File: config.mk
export PLATFORM = sky130hd
export DESIGN_NAME = mpc_axil_port_demux_flat
export DESIGN_NICKNAME = d
export VERILOG_FILES = /design/src/rtl/mpc_axil_port_demux_if.sv /design/src/rtl/mpc_axil_port_demux.sv /design/src/flat_wrapper.sv
export SDC_FILE = /design/constraint.sdc
export NUM_CORES = 1
export LEC_CHECK = 0
export CAP_MARGIN = 30
export CORE_AREA = 3 3 131 133
export CTS_CLUSTER_SIZE = 24
export DETAILED_ROUTE_END_ITERATION = 10
export DIE_AREA = 0 0 134 136
export DONT_BUFFER_PORTS = 1
export HOLD_SLACK_MARGIN = 0.1
export PLACE_DENSITY_LB_ADDON = 0.12
export RECOVER_POWER = 100
export SLEW_MARGIN = 40
export SYNTH_ARGS = -nofsm -noshare
export SYNTH_HDL_FRONTEND = slang
export SYNTH_SLANG_ARGS = --single-unit
File: constraint.sdc
create_clock -name aclk -period 2.5 [get_ports aclk]
set_input_delay 0 -clock aclk [delete_from_list [all_inputs] [get_ports aclk]]
set_output_delay 0 -clock aclk [all_outputs]
set_load 0.03 [all_outputs]
File: src/rtl/mpc_axil_port_demux_if.sv
// rtl/mpc_axil_port_demux_if.sv - AXI4-Lite slave-side bundle for the port demux
// aruser carries the read byte enables from the PCI target bridge.
interface mpc_axil_port_demux_if;
  logic        awvalid;
  logic        awready;
  logic [31:0] awaddr;
  logic        wvalid;
  logic        wready;
  logic [31:0] wdata;
  logic [3:0]  wstrb;
  logic        bvalid;
  logic        bready;
  logic [1:0]  bresp;
  logic        arvalid;
  logic        arready;
  logic [31:0] araddr;
  logic [3:0]  aruser;
  logic        rvalid;
  logic        rready;
  logic [31:0] rdata;
  logic [1:0]  rresp;

  modport master (
    output awvalid, awaddr, wvalid, wdata, wstrb, bready,
           arvalid, araddr, aruser, rready,
    input  awready, wready, bvalid, bresp, arready, rvalid, rdata, rresp
  );

  modport slave (
    input  awvalid, awaddr, wvalid, wdata, wstrb, bready,
           arvalid, araddr, aruser, rready,
    output awready, wready, bvalid, bresp, arready, rvalid, rdata, rresp
  );
endinterface

File: src/rtl/mpc_axil_port_demux.sv
// rtl/mpc_axil_port_demux.sv - AXI4-Lite to per-port req/ack register bus splitter
// One transaction in flight; decode miss or ack timeout answers SLVERR.
module mpc_axil_port_demux #(
  parameter int PORT_NUM = 4,
  parameter int ADDR_LSB = 10,
  parameter int TIMEOUT  = 255
) (
  input  logic                     aclk,
  input  logic                     aresetn,
  mpc_axil_port_demux_if.slave     axi_s,
  output logic [PORT_NUM-1:0]      port_req_o,
  output logic                     port_we_o,
  output logic [ADDR_LSB-1:0]      port_addr_o,
  output logic [31:0]              port_wdata_o,
  output logic [3:0]               port_be_o,
  input  logic [PORT_NUM-1:0]      port_ack_i,
  input  logic [PORT_NUM*32-1:0]   port_rdata_i
);
  localparam int              IDXW       = (PORT_NUM > 1) ? $clog2(PORT_NUM) : 1;
  localparam logic [IDXW:0]   PORT_NUM_W = (IDXW+1)'(PORT_NUM);
  localparam logic [15:0]     TO_LAST    = 16'(TIMEOUT - 1);

  typedef enum logic [1:0] {IDLE, ACCESS, BRESP, RRESP} state_t;

  state_t                state_q, state_d;
  logic                  last_wr_q, last_wr_d;
  logic [IDXW-1:0]       idx_q, idx_d;
  logic [15:0]           cnt_q, cnt_d;
  logic [PORT_NUM-1:0]   req_q, req_d;
  logic                  we_q, we_d;
  logic [ADDR_LSB-1:0]   addr_q, addr_d;
  logic [31:0]           wdata_q, wdata_d;
  logic [3:0]            be_q, be_d;
  logic                  bvalid_q, bvalid_d;
  logic [1:0]            bresp_q, bresp_d;
  logic                  rvalid_q, rvalid_d;
  logic [1:0]            rresp_q, rresp_d;
  logic [31:0]           rdata_q, rdata_d;

  logic                  wr_win, rd_win, is_idle;
  logic [31:0]           hs_addr;
  logic [IDXW-1:0]       hs_idx;
  logic                  sel_ack;
  logic [31:0]           sel_rdata;
  logic                  unused_ok;

  // Contention alternates on last_wr so neither direction can starve the other.
  always_comb begin
    is_idle = (state_q == IDLE);
    wr_win  = axi_s.awvalid && axi_s.wvalid && (!axi_s.arvalid || !last_wr_q);
    rd_win  = axi_s.arvalid && !wr_win;
    hs_addr = wr_win ? axi_s.awaddr : axi_s.araddr;
    hs_idx  = hs_addr[ADDR_LSB+IDXW-1:ADDR_LSB];
  end

  assign axi_s.awready = is_idle && wr_win;
  assign axi_s.wready  = is_idle && wr_win;
  assign axi_s.arready = is_idle && rd_win;
  assign unused_ok     = ^{hs_addr[31:ADDR_LSB+IDXW], hs_addr[1:0]};

  always_comb begin
    sel_ack   = 1'b0;
    sel_rdata = 32'h0;
    for (int i = 0; i < PORT_NUM; i++) begin
      if (idx_q == IDXW'(i)) begin
        sel_ack   = port_ack_i[i];
        sel_rdata = port_rdata_i[32*i +: 32];
      end
    end
  end

  always_comb begin
    state_d   = state_q;
    last_wr_d = last_wr_q;
    idx_d     = idx_q;
    cnt_d     = cnt_q;
    req_d     = req_q;
    we_d      = we_q;
    addr_d    = addr_q;
    wdata_d   = wdata_q;
    be_d      = be_q;
    bvalid_d  = bvalid_q;
    bresp_d   = bresp_q;
    rvalid_d  = rvalid_q;
    rresp_d   = rresp_q;
    rdata_d   = rdata_q;
    case (state_q)
      IDLE: begin
        if (wr_win || rd_win) begin
          idx_d   = hs_idx;
          we_d    = wr_win;
          addr_d  = {hs_addr[ADDR_LSB-1:2], 2'b00};
          wdata_d = wr_win ? axi_s.wdata : 32'h0;
          be_d    = wr_win ? axi_s.wstrb : axi_s.aruser;
          cnt_d   = 16'h0;
          if ({1'b0, hs_idx} < PORT_NUM_W) begin
            state_d = ACCESS;
            req_d   = PORT_NUM'(1) << hs_idx;
          end else if (wr_win) begin
            state_d  = BRESP;
            bvalid_d = 1'b1;
            bresp_d  = 2'b10;
          end else begin
            state_d  = RRESP;
            rvalid_d = 1'b1;
            rresp_d  = 2'b10;
            rdata_d  = 32'h0;
          end
        end
      end
      ACCESS: begin
        // An ack in the terminal timeout cycle still completes OKAY.
        if (sel_ack || cnt_q == TO_LAST) begin
          req_d   = '0;
          state_d = we_q ? BRESP : RRESP;
          if (we_q) begin
            bvalid_d = 1'b1;
            bresp_d  = sel_ack ? 2'b00 : 2'b10;
          end else begin
            rvalid_d = 1'b1;
            rresp_d  = sel_ack ? 2'b00 : 2'b10;
            rdata_d  = sel_ack ? sel_rdata : 32'h0;
          end
        end else begin
          cnt_d = cnt_q + 16'd1;
        end
      end
      BRESP: begin
        if (axi_s.bready) begin
          bvalid_d  = 1'b0;
          last_wr_d = 1'b1;
          state_d   = IDLE;
        end
      end
      RRESP: begin
        if (axi_s.rready) begin
          rvalid_d  = 1'b0;
          last_wr_d = 1'b0;
          state_d   = IDLE;
        end
      end
      default: state_d = IDLE;
    endcase
  end

  always_ff @(posedge aclk or negedge aresetn) begin
    if (!aresetn) begin
      state_q   <= IDLE;
      last_wr_q <= 1'b0;
      idx_q     <= '0;
      cnt_q     <= 16'h0;
      req_q     <= '0;
      we_q      <= 1'b0;
      addr_q    <= '0;
      wdata_q   <= 32'h0;
      be_q      <= 4'h0;
      bvalid_q  <= 1'b0;
      bresp_q   <= 2'b00;
      rvalid_q  <= 1'b0;
      rresp_q   <= 2'b00;
      rdata_q   <= 32'h0;
    end else begin
      state_q   <= state_d;
      last_wr_q <= last_wr_d;
      idx_q     <= idx_d;
      cnt_q     <= cnt_d;
      req_q     <= req_d;
      we_q      <= we_d;
      addr_q    <= addr_d;
      wdata_q   <= wdata_d;
      be_q      <= be_d;
      bvalid_q  <= bvalid_d;
      bresp_q   <= bresp_d;
      rvalid_q  <= rvalid_d;
      rresp_q   <= rresp_d;
      rdata_q   <= rdata_d;
    end
  end

  assign port_req_o   = req_q;
  assign port_we_o    = we_q;
  assign port_addr_o  = addr_q;
  assign port_wdata_o = wdata_q;
  assign port_be_o    = be_q;
  assign axi_s.bvalid = bvalid_q;
  assign axi_s.bresp  = bresp_q;
  assign axi_s.rvalid = rvalid_q;
  assign axi_s.rresp  = rresp_q;
  assign axi_s.rdata  = rdata_q;
endmodule
File: src/flat_wrapper.sv
// flat-port wrapper written by rule: the top's interface ports become plain ports
module mpc_axil_port_demux_flat 
#(
  parameter int PORT_NUM = 4,
  parameter int ADDR_LSB = 10,
  parameter int TIMEOUT  = 255
)
  (aclk, aresetn, port_req_o, port_we_o, port_addr_o, port_wdata_o, port_be_o, port_ack_i, port_rdata_i, axi_s_awvalid, axi_s_awaddr, axi_s_wvalid, axi_s_wdata, axi_s_wstrb, axi_s_bready, axi_s_arvalid, axi_s_araddr, axi_s_aruser, axi_s_rready, axi_s_awready, axi_s_wready, axi_s_bvalid, axi_s_bresp, axi_s_arready, axi_s_rvalid, axi_s_rdata, axi_s_rresp);
  mpc_axil_port_demux_if axi_s_i ();
  input  logic aclk;
  input  logic aresetn;
  output logic [PORT_NUM-1:0] port_req_o;
  output logic port_we_o;
  output logic [ADDR_LSB-1:0] port_addr_o;
  output logic [31:0] port_wdata_o;
  output logic [3:0] port_be_o;
  input  logic [PORT_NUM-1:0] port_ack_i;
  input  logic [PORT_NUM*32-1:0] port_rdata_i;
  input wire logic [$bits(axi_s_i.awvalid)-1:0] axi_s_awvalid;
  input wire logic [$bits(axi_s_i.awaddr)-1:0] axi_s_awaddr;
  input wire logic [$bits(axi_s_i.wvalid)-1:0] axi_s_wvalid;
  input wire logic [$bits(axi_s_i.wdata)-1:0] axi_s_wdata;
  input wire logic [$bits(axi_s_i.wstrb)-1:0] axi_s_wstrb;
  input wire logic [$bits(axi_s_i.bready)-1:0] axi_s_bready;
  input wire logic [$bits(axi_s_i.arvalid)-1:0] axi_s_arvalid;
  input wire logic [$bits(axi_s_i.araddr)-1:0] axi_s_araddr;
  input wire logic [$bits(axi_s_i.aruser)-1:0] axi_s_aruser;
  input wire logic [$bits(axi_s_i.rready)-1:0] axi_s_rready;
  output wire logic [$bits(axi_s_i.awready)-1:0] axi_s_awready;
  output wire logic [$bits(axi_s_i.wready)-1:0] axi_s_wready;
  output wire logic [$bits(axi_s_i.bvalid)-1:0] axi_s_bvalid;
  output wire logic [$bits(axi_s_i.bresp)-1:0] axi_s_bresp;
  output wire logic [$bits(axi_s_i.arready)-1:0] axi_s_arready;
  output wire logic [$bits(axi_s_i.rvalid)-1:0] axi_s_rvalid;
  output wire logic [$bits(axi_s_i.rdata)-1:0] axi_s_rdata;
  output wire logic [$bits(axi_s_i.rresp)-1:0] axi_s_rresp;
  assign axi_s_i.awvalid = axi_s_awvalid;
  assign axi_s_i.awaddr = axi_s_awaddr;
  assign axi_s_i.wvalid = axi_s_wvalid;
  assign axi_s_i.wdata = axi_s_wdata;
  assign axi_s_i.wstrb = axi_s_wstrb;
  assign axi_s_i.bready = axi_s_bready;
  assign axi_s_i.arvalid = axi_s_arvalid;
  assign axi_s_i.araddr = axi_s_araddr;
  assign axi_s_i.aruser = axi_s_aruser;
  assign axi_s_i.rready = axi_s_rready;
  assign axi_s_awready = axi_s_i.awready;
  assign axi_s_wready = axi_s_i.wready;
  assign axi_s_bvalid = axi_s_i.bvalid;
  assign axi_s_bresp = axi_s_i.bresp;
  assign axi_s_arready = axi_s_i.arready;
  assign axi_s_rvalid = axi_s_i.rvalid;
  assign axi_s_rdata = axi_s_i.rdata;
  assign axi_s_rresp = axi_s_i.rresp;
  mpc_axil_port_demux #(.PORT_NUM(PORT_NUM), .ADDR_LSB(ADDR_LSB), .TIMEOUT(TIMEOUT)) u_core (.aclk(aclk), .aresetn(aresetn), .axi_s(axi_s_i), .port_req_o(port_req_o), .port_we_o(port_we_o), .port_addr_o(port_addr_o), .port_wdata_o(port_wdata_o), .port_be_o(port_be_o), .port_ack_i(port_ack_i), .port_rdata_i(port_rdata_i));
endmodule
==> results of run 1 <==
kinds of logic after synthesis:
logic type / after synthesis / share of synthesized area
other: 1 / 0.000728
AOI/OAI and AO/OA: 126 / 0.188
adders and majority gates: 2 / 0.00486
muxes: 49 / 0.176
buffers and inverters: 43 / 0.0381
DFF: 106 / 0.515
and+or+nand+nor: 78 / 0.0777
stage by stage:
stage	hold slack [ns]	utilization
floorplan	-0.296	-
global placement	-0.290	0.335
detailed placement	-0.290	0.335
==> impl_results.md, run 1 <==
* DIE WIDTH at 134 um
* Worst slack, placed at 0.354 ns
* Starting Density at 0.323
* Top-count cell post-synth: dfrtp_1
* Cts bufs inserted at 9
* Sink Count at 106
* Synth cell count leaders: dfrtp_1 (106), a22o_1 (64), nand2_1 (35), mux4_2 (33), clkbuf_1 (29)
* Root Buffer: clkbuf_16
* Die height at 136 um
* Fail Step: 4_1_cts
* Port Buffers at 0
* PostCTS Resize Cnt at 0
* Post-place instance area at 5350 sq um
* Seq/Total Area, Yosys at 0.515
* Final Wtd Congestion at 0.733
* Tool Error: [ERROR RSZ-0060] Max buffer count reached.
* Async SR Flop Fraction at 1.00
* Ys flop type: dfrtp_1
* Post-Syn Instances at 405
* # Post-CTS Setup Buffers at 0
* Post-DP HPWL at 11.1 mm
* Yosys warns at 0
* Cell variety after synth at 41
* # placed instances at 594
* Synth top area cells: dfrtp_1 (52%), mux4_2 (14%), a22o_1 (11%), mux2i_1 (2.7%), nand2_1 (2.6%)
* Post-synth top area share at 0.515
* Hold_buf cts at 124
* Largest area contributor in the netlist: dfrtp_1
* Synthesized flop and latch total at 106
* Outcome: aborted with a tool error
* Syn_area_per_cell at 12.7 sq um
* Row Count at 46
* H-tree levels at 3
* IO Pins at 335
* Mapped Area at 5150 sq um
* Post-synth EDFFs at 0
* Max clock buf depth at 2
==> run 2, diff against run 1 <==
Settings changed: CORE_AREA 3 3 131 133 to 3 3 128 130, CTS_CLUSTER_SIZE 24 to default, DIE_AREA 0 0 134 136 to 0 0 131 133, HOLD_SLACK_MARGIN 0.1 to default, PLACE_DENSITY_LB_ADDON 0.12 to 0.15.
==> run 2 against run 1 <==
Compared with the run above: the flow now finishes, with violations (negative hold slack); area after synthesis is the same; synthesized cell count is the same.
==> impl_results.md, run 2 <==
* Outcome: finished, violations left
* Failing checks: negative hold slack
* Setup ws final at 0.0921 ns
* DR iter-0 viols at 191
* Hold Crit Class: input pin to async pin
* Clock Skew at 0.0109 ns
* CP endpoint kind: flop
* CP arrival at 2.64 ns
* Post-layout util at 0.442
* Most frequent cells in the layout: dlygate4sd3_1 (114), dfrtp_1 (105), a22o_1 (64)
* Final setup viols at 0
* Root Buffer: clkbuf_16
* H-tree levels at 3
* Max-cap violations at 0
* Post-DP HPWL at 10.8 mm
* Critical path class: flop to flop
* Global-route wire length before repair at 23.2 mm
* # Post-CTS Setup Buffers at 0
* Fin cells at 722
* Die height at 133 um
* Residual DRC count at 0
* Largest area contributor in the netlist: dfrtp_1
* Port Buffers at 0
* Routed WL per cell at 21.7 um
* Pwr Density at 1230 nW/um^2
* Maximum vdd drop at 0.000654 V
* Max clock buf depth at 2
* Worst setup SP type: flop
* Fin crit period at 2.41 ns
* Final wirelength at 15.7 mm
* Core area at 15300 sq um
* Cts bufs inserted at 9
* Final ANT Viol Nets at 0
* Final Max Tran Viols at 0
* CTS tree: yes
* Vias at 4007
* Nets@finish at 749
* Layout cells sized above 1 at 0.124
* Area growth syn-to-layout at 31.0%
* CP required at 2.73 ns
* Worst slack, placed at 0.367 ns
* Post-synth EDFFs at 0
* Sink Count at 106
* DIE WIDTH at 131 um
* Hold Vio Cnt, Final at 106
* Initial antenna violation count at 5
* GRT Residual Overflow at 0
* Setup TNS at 0 ns
* RSZ-0062 raised after global routing: no
* Post-place instance area at 5340 sq um
* GRT Total Usage at 0.173
* Via/cell ratio at 5.55
* Synth cell count leaders: dfrtp_1 (106), a22o_1 (64), nand2_1 (35), mux4_2 (33), clkbuf_1 (29)
* Async SR Flop Fraction at 1.00
* Fmax at 415 MHz
* Synthesized flop and latch total at 106
* Top-count cell post-synth: dfrtp_1
* Ys flop type: dfrtp_1
* Leakage power at 2.88 nW
* Post-Syn Instances at 405
* Peak fanout along the critical path at 5
* Hold_buf cts at 114
* Crit share post-route at 0.963
* Mapped Area at 5150 sq um
* Post-synth top area share at 0.515
* Final hold slack at -0.655 ns
* Syn_area_per_cell at 12.7 sq um
* # placed instances at 590
* IO Pins at 335
* Row Count at 45
* TritonRoute pass-1 iters at 4
* Seq/Total Area, Yosys at 0.515
* Synth top area cells: dfrtp_1 (52%), mux4_2 (14%), a22o_1 (11%), mux2i_1 (2.7%), nand2_1 (2.6%)
* Number of global-route vias before repair at 4276
* Slew @ Worst Pin at 1.01 ns
* CTS clk-pin slew, worst paths at 0.08 ns
* Post-Layout Inst Area at 6750 sq um
* Starting Density at 0.338
* Final Wtd Congestion at 0.798
* Pin count of the biggest net entering global routing at 107
* Total power at 8.32 mW
* Cell variety after synth at 41
* Die ar. at 17400 sq um
* Yosys warns at 0
* Relative slew slack at 0.325
* R2R Setup Slk at 0.09 ns
* Commonest non-fill, non-tap cell in the layout: dlygate4sd3_1
* Clock latency on the worst-skew pair at 0.35 ns
==> run 2: worst paths after layout <==
path	start	to	cells after the start
worst min register to register	u_core.cnt_q[4]	u_core.cnt_q[4]	1
min in group aclk	port_rdata_i[82]	u_core.axi_s.rdata[18]	2
worst min-delay path	aresetn	u_core.port_addr_o[5]	0
worst max-delay path	u_core.idx_q[0]	u_core.state_q[1]	5
max in group asynchronous	aresetn	u_core.axi_s.rdata[24]	0
worst max register to register	u_core.idx_q[0]	u_core.state_q[1]	5
==> run 2: cell families after synthesis <==
| logic type | Yosys count | synth area share |
|---|---|---|
| compound gates | 126 | 0.188 |
| fa+ha+maj | 2 | 0.00486 |
| buf+inv | 43 | 0.0381 |
| flops | 106 | 0.515 |
| mux | 49 | 0.176 |
| other cells | 1 | 0.000728 |
| simple gates | 78 | 0.0777 |
==> run 2: worst max-delay path, cell delays in order (launching register included) <==
cell           delay, ns
dfrtp_2             0.39
mux4_2              0.59
a41oi_1             0.31
nor2_1              0.21
a31o_2              0.24
dlygate4sd3_1       0.55
==> run 2: final cells by class <==
cell class	count	area, sq um
fillers	1387	8510
repair buffers	126	1230
diodes	3	7.51
clock inverters	6	48.8
flip-flops and latches	106	2650
inverters	2	7.51
multi-input cells	259	2310
clock buffers	9	225
well taps	211	264
==> run 2: metal layers <==
metal / share of wire / vias up / wire length, um / GRT usage
met5: 0.0013 / - / 20 / 0
met4: 0.021 / 2 / 331 / 0.0800
met3: 0.080 / 20 / 1250 / 0.0476
met2: 0.50 / 199 / 7870 / 0.287
met1: 0.40 / 1991 / 6230 / 0.207
li1: - / 1795 / - / -
==> run 2: power breakdown <==
| group | internal [mW] | leakage [nW] | switching, mW |
|---|---|---|---|
| Clock | 0.682 | 0.125 | 0.677 |
| Sequential | 2.39 | 1.38 | 1.89 |
| Combinational | 1.49 | 1.38 | 1.20 |
| Total | 4.56 | 2.88 | 3.77 |
==> run 2: what timing repair did <==
| item | in CTS | in global routing |
|---|---|---|
| setup endpoints to repair | 0 | 2 |
| gates resized for setup | 0 | 1 |
| hold endpoints to repair | 187 | 106 |
(Power assumes the default switching activity.)
==> run 3, diff against run 2 <==
Settings changed: ABC_AREA from default to 1, CORE_AREA 3 3 128 130 to 3 3 130 132, DIE_AREA 0 0 131 133 to 0 0 133 135.
==> run 3 against run 2 <==
Compared with the run above: clock-buffer cell count did not move; highest routed layer is now met4; worst setup slack improved by 0.14 ns; routed wire length rose by 9.1%; the run now ends clean; clock power rose by 6%; global-route usage rose by 1.3 points; largest power group unchanged; hold slack improved by 0.66 ns.
==> impl_results.md, run 3 <==
* Gate power share at 0.362
* Fmax at 441 MHz
* Hold Crit Class: input pin to flop
* Global-route wire length before repair at 26.9 mm
* Cell variety after synth at 34
* Port Buffers at 0
* TritonRoute pass-1 iters at 5
* Initial antenna violation count at 0
* Fillers at 1539
* Mapped Area at 5600 sq um
* Hold Vio Cnt, Final at 0
* Root Buffer: clkbuf_16
* Final Wtd Congestion at 0.834
* Setup TNS at 0 ns
* Number of global-route vias before repair at 5170
* Post-Layout Inst Area at 7180 sq um
* Most frequent cells in the layout: nand2_1 (191), dlygate4sd3_1 (114), dfrtp_1 (104)
* Residual DRC count at 0
* Peak fanout along the critical path at 18
* CP endpoint kind: flop
* Clock Skew at 0.00778 ns
* Die ar. at 18000 sq um
* Synth top area cells: dfrtp_1 (47%), nand2_1 (13%), o21ai_0 (7.8%), a22o_1 (5.0%), nand3_1 (4.0%)
* Net Sw Power at 4.60 mW
* Seq/Total Area, Yosys at 0.474
* # Post-CTS Setup Buffers at 0
* Async SR Flop Fraction at 1.00
* GRT Residual Overflow at 0
* Starting Density at 0.354
* Area growth syn-to-layout at 28.1%
* DIE WIDTH at 133 um
* Pint at 4.67 mW
* Worst slack, placed at 0.413 ns
* CTS tree: yes
* Row Count at 46
* N_diodes at 0
* Pin count of the biggest net entering global routing at 107
* Slew @ Worst Pin at 1.46 ns
* Yosys warns at 0
* H-tree levels at 3
* Sink Count at 106
* Commonest non-fill, non-tap cell in the layout: nand2_1
* Outcome: completed
* Sequential Power Share at 0.483
* CP required at 2.74 ns
* Fin crit period at 2.27 ns
* Core area at 15800 sq um
* Max-cap violations at 0
* Synthesized flop and latch total at 106
* Ys flop type: dfrtp_1
* Leakage power at 3.25 nW
* IO Pins at 335
* Critical path class: flop to flop
* Maximum vdd drop at 0.000677 V
* Clock latency on the worst-skew pair at 0.36 ns
* Vias at 5195
* Relative slew slack at 0.0242
* Top-count cell post-synth: nand2_1
* Worst setup SP type: flop
* Final Max Tran Viols at 0
* Total power at 9.27 mW
* DR iter-0 viols at 248
* Max clock buf depth at 2
* Cts bufs inserted at 9
* Syn_area_per_cell at 8.01 sq um
* Setup ws final at 0.231 ns
* Power share of the clock group at 0.155
* Crit share post-route at 0.908
* Largest area contributor in the netlist: dfrtp_1
* Final ANT Viol Nets at 0
* Layout cells sized above 1 at 0.0736
* Post-DP HPWL at 12.1 mm
* GRT Total Usage at 0.187
* CP arrival at 2.51 ns
* Via/cell ratio at 5.10
* Pwr Density at 1290 nW/um^2
* Synth cell count leaders: nand2_1 (189), dfrtp_1 (106), o21ai_0 (87), nor2_1 (54), nand3_1 (45)
* Post-Syn Instances at 699
* Nets@finish at 1042
* Final setup viols at 0
* Post-synth top area share at 0.474
* CTS clk-pin slew, worst paths at 0.08 ns
* Die height at 135 um
* Post-place instance area at 5740 sq um
* Routed WL per cell at 16.8 um
* Switching Share at 0.496
* Post-synth EDFFs at 0
* Final wirelength at 17.1 mm
* RSZ-0062 raised after global routing: no
-- run 3: cell count changes after synthesis, moves of 14 or more --
cell / previous run / this run
nor2_1: 4 / 54
mux2i_1: 14 / 0
or2_2: 0 / 14
nand2_1: 35 / 189
a22o_1: 64 / 32
o21ai_0: 19 / 87
inv_1: 2 / 41
mux4_2: 33 / 0
clkbuf_1: 29 / 9
nand3_1: 7 / 45
-- run 3: logic make-up after synthesis --
group           share of synthesized area
buf+inv                            0.0762
compound gates                      0.191
flops                               0.474
xor+xnor                           0.0109
fa+ha+maj                         0.00447
simple gates                        0.243
other cells                      0.000670
-- run 3: final cells by class --
class,instances,area (sq um),area share
multi-input cells,508,2520,0.352
flip-flops and latches,106,2660,0.370
clock buffers,9,225,0.0314
well taps,216,270,0.0377
repair buffers,127,1250,0.174
inverters,45,175,0.0244
clock inverters,7,78.8,0.0110
-- run 3: power by group through the flow --
stage               logic (mW)  clock network, mW  registers, mW
detailed placement        2.77                  0           4.50
CTS                       3.41               1.48           4.49
global route              3.80               1.55           4.58
global placement          2.67                  0           4.52
finish                    3.36               1.44           4.48
floorplan                 2.30                  0           4.19
-- run 3: what timing repair did --
action | in CTS | in global routing
hold buffers | 115 | 0
resized for setup | 0 | 4
endpoints found under the setup margin | 0 | 2
endpoints found under the hold margin | 190 | 0
-- run 3: routing by layer --
layer	up-vias	part of all wire	GRT usage
met3	22	0.072	0.0537
met2	190	0.51	0.324
li1	2521	-	-
met4	0	0.016	0.0618
met5	-	0	0
met1	2462	0.40	0.223
-- run 3: final timing paths --
path                                  startpoint                     to  slack (ns)  depth (start not counted)
worst max-delay path             u_core.idx_q[0]   u_core.port_req_o[0]        0.23                          9
worst min-delay path             port_rdata_i[7]  u_core.axi_s.rdata[7]       0.006                          4
worst max register to register   u_core.idx_q[0]   u_core.port_req_o[0]        0.23                          9
worst min register to register  u_core.cnt_q[15]       u_core.cnt_q[15]        0.54                          2
max in group asynchronous                aresetn        u_core.idx_q[1]        0.94                          2
min in group asynchronous                aresetn    u_core.axi_s.rvalid        0.56                          2
-- run 3: worst max-delay path, cell delays in order, from the launching register on --
cell and delay [ns]:
dfrtp_2 0.51, inv_4 0.18, nand3_1 0.09, nand3_1 0.11, nand2_2 0.11, nand2_1 0.14
nand2_1 0.20, nand3_1 0.12, o21ai_0 0.09, dlygate4sd3_1 0.57
-- run 3: through the flow --
step	util	hold slack (ns)	std cells
global placement	0.363	-0.290	887
floorplan	-	-0.296	702
detailed placement	0.363	-0.292	887
finish	0.453	0.00551	1018
CTS	0.456	0.00211	1018
global route	0.453	0.0187	1018
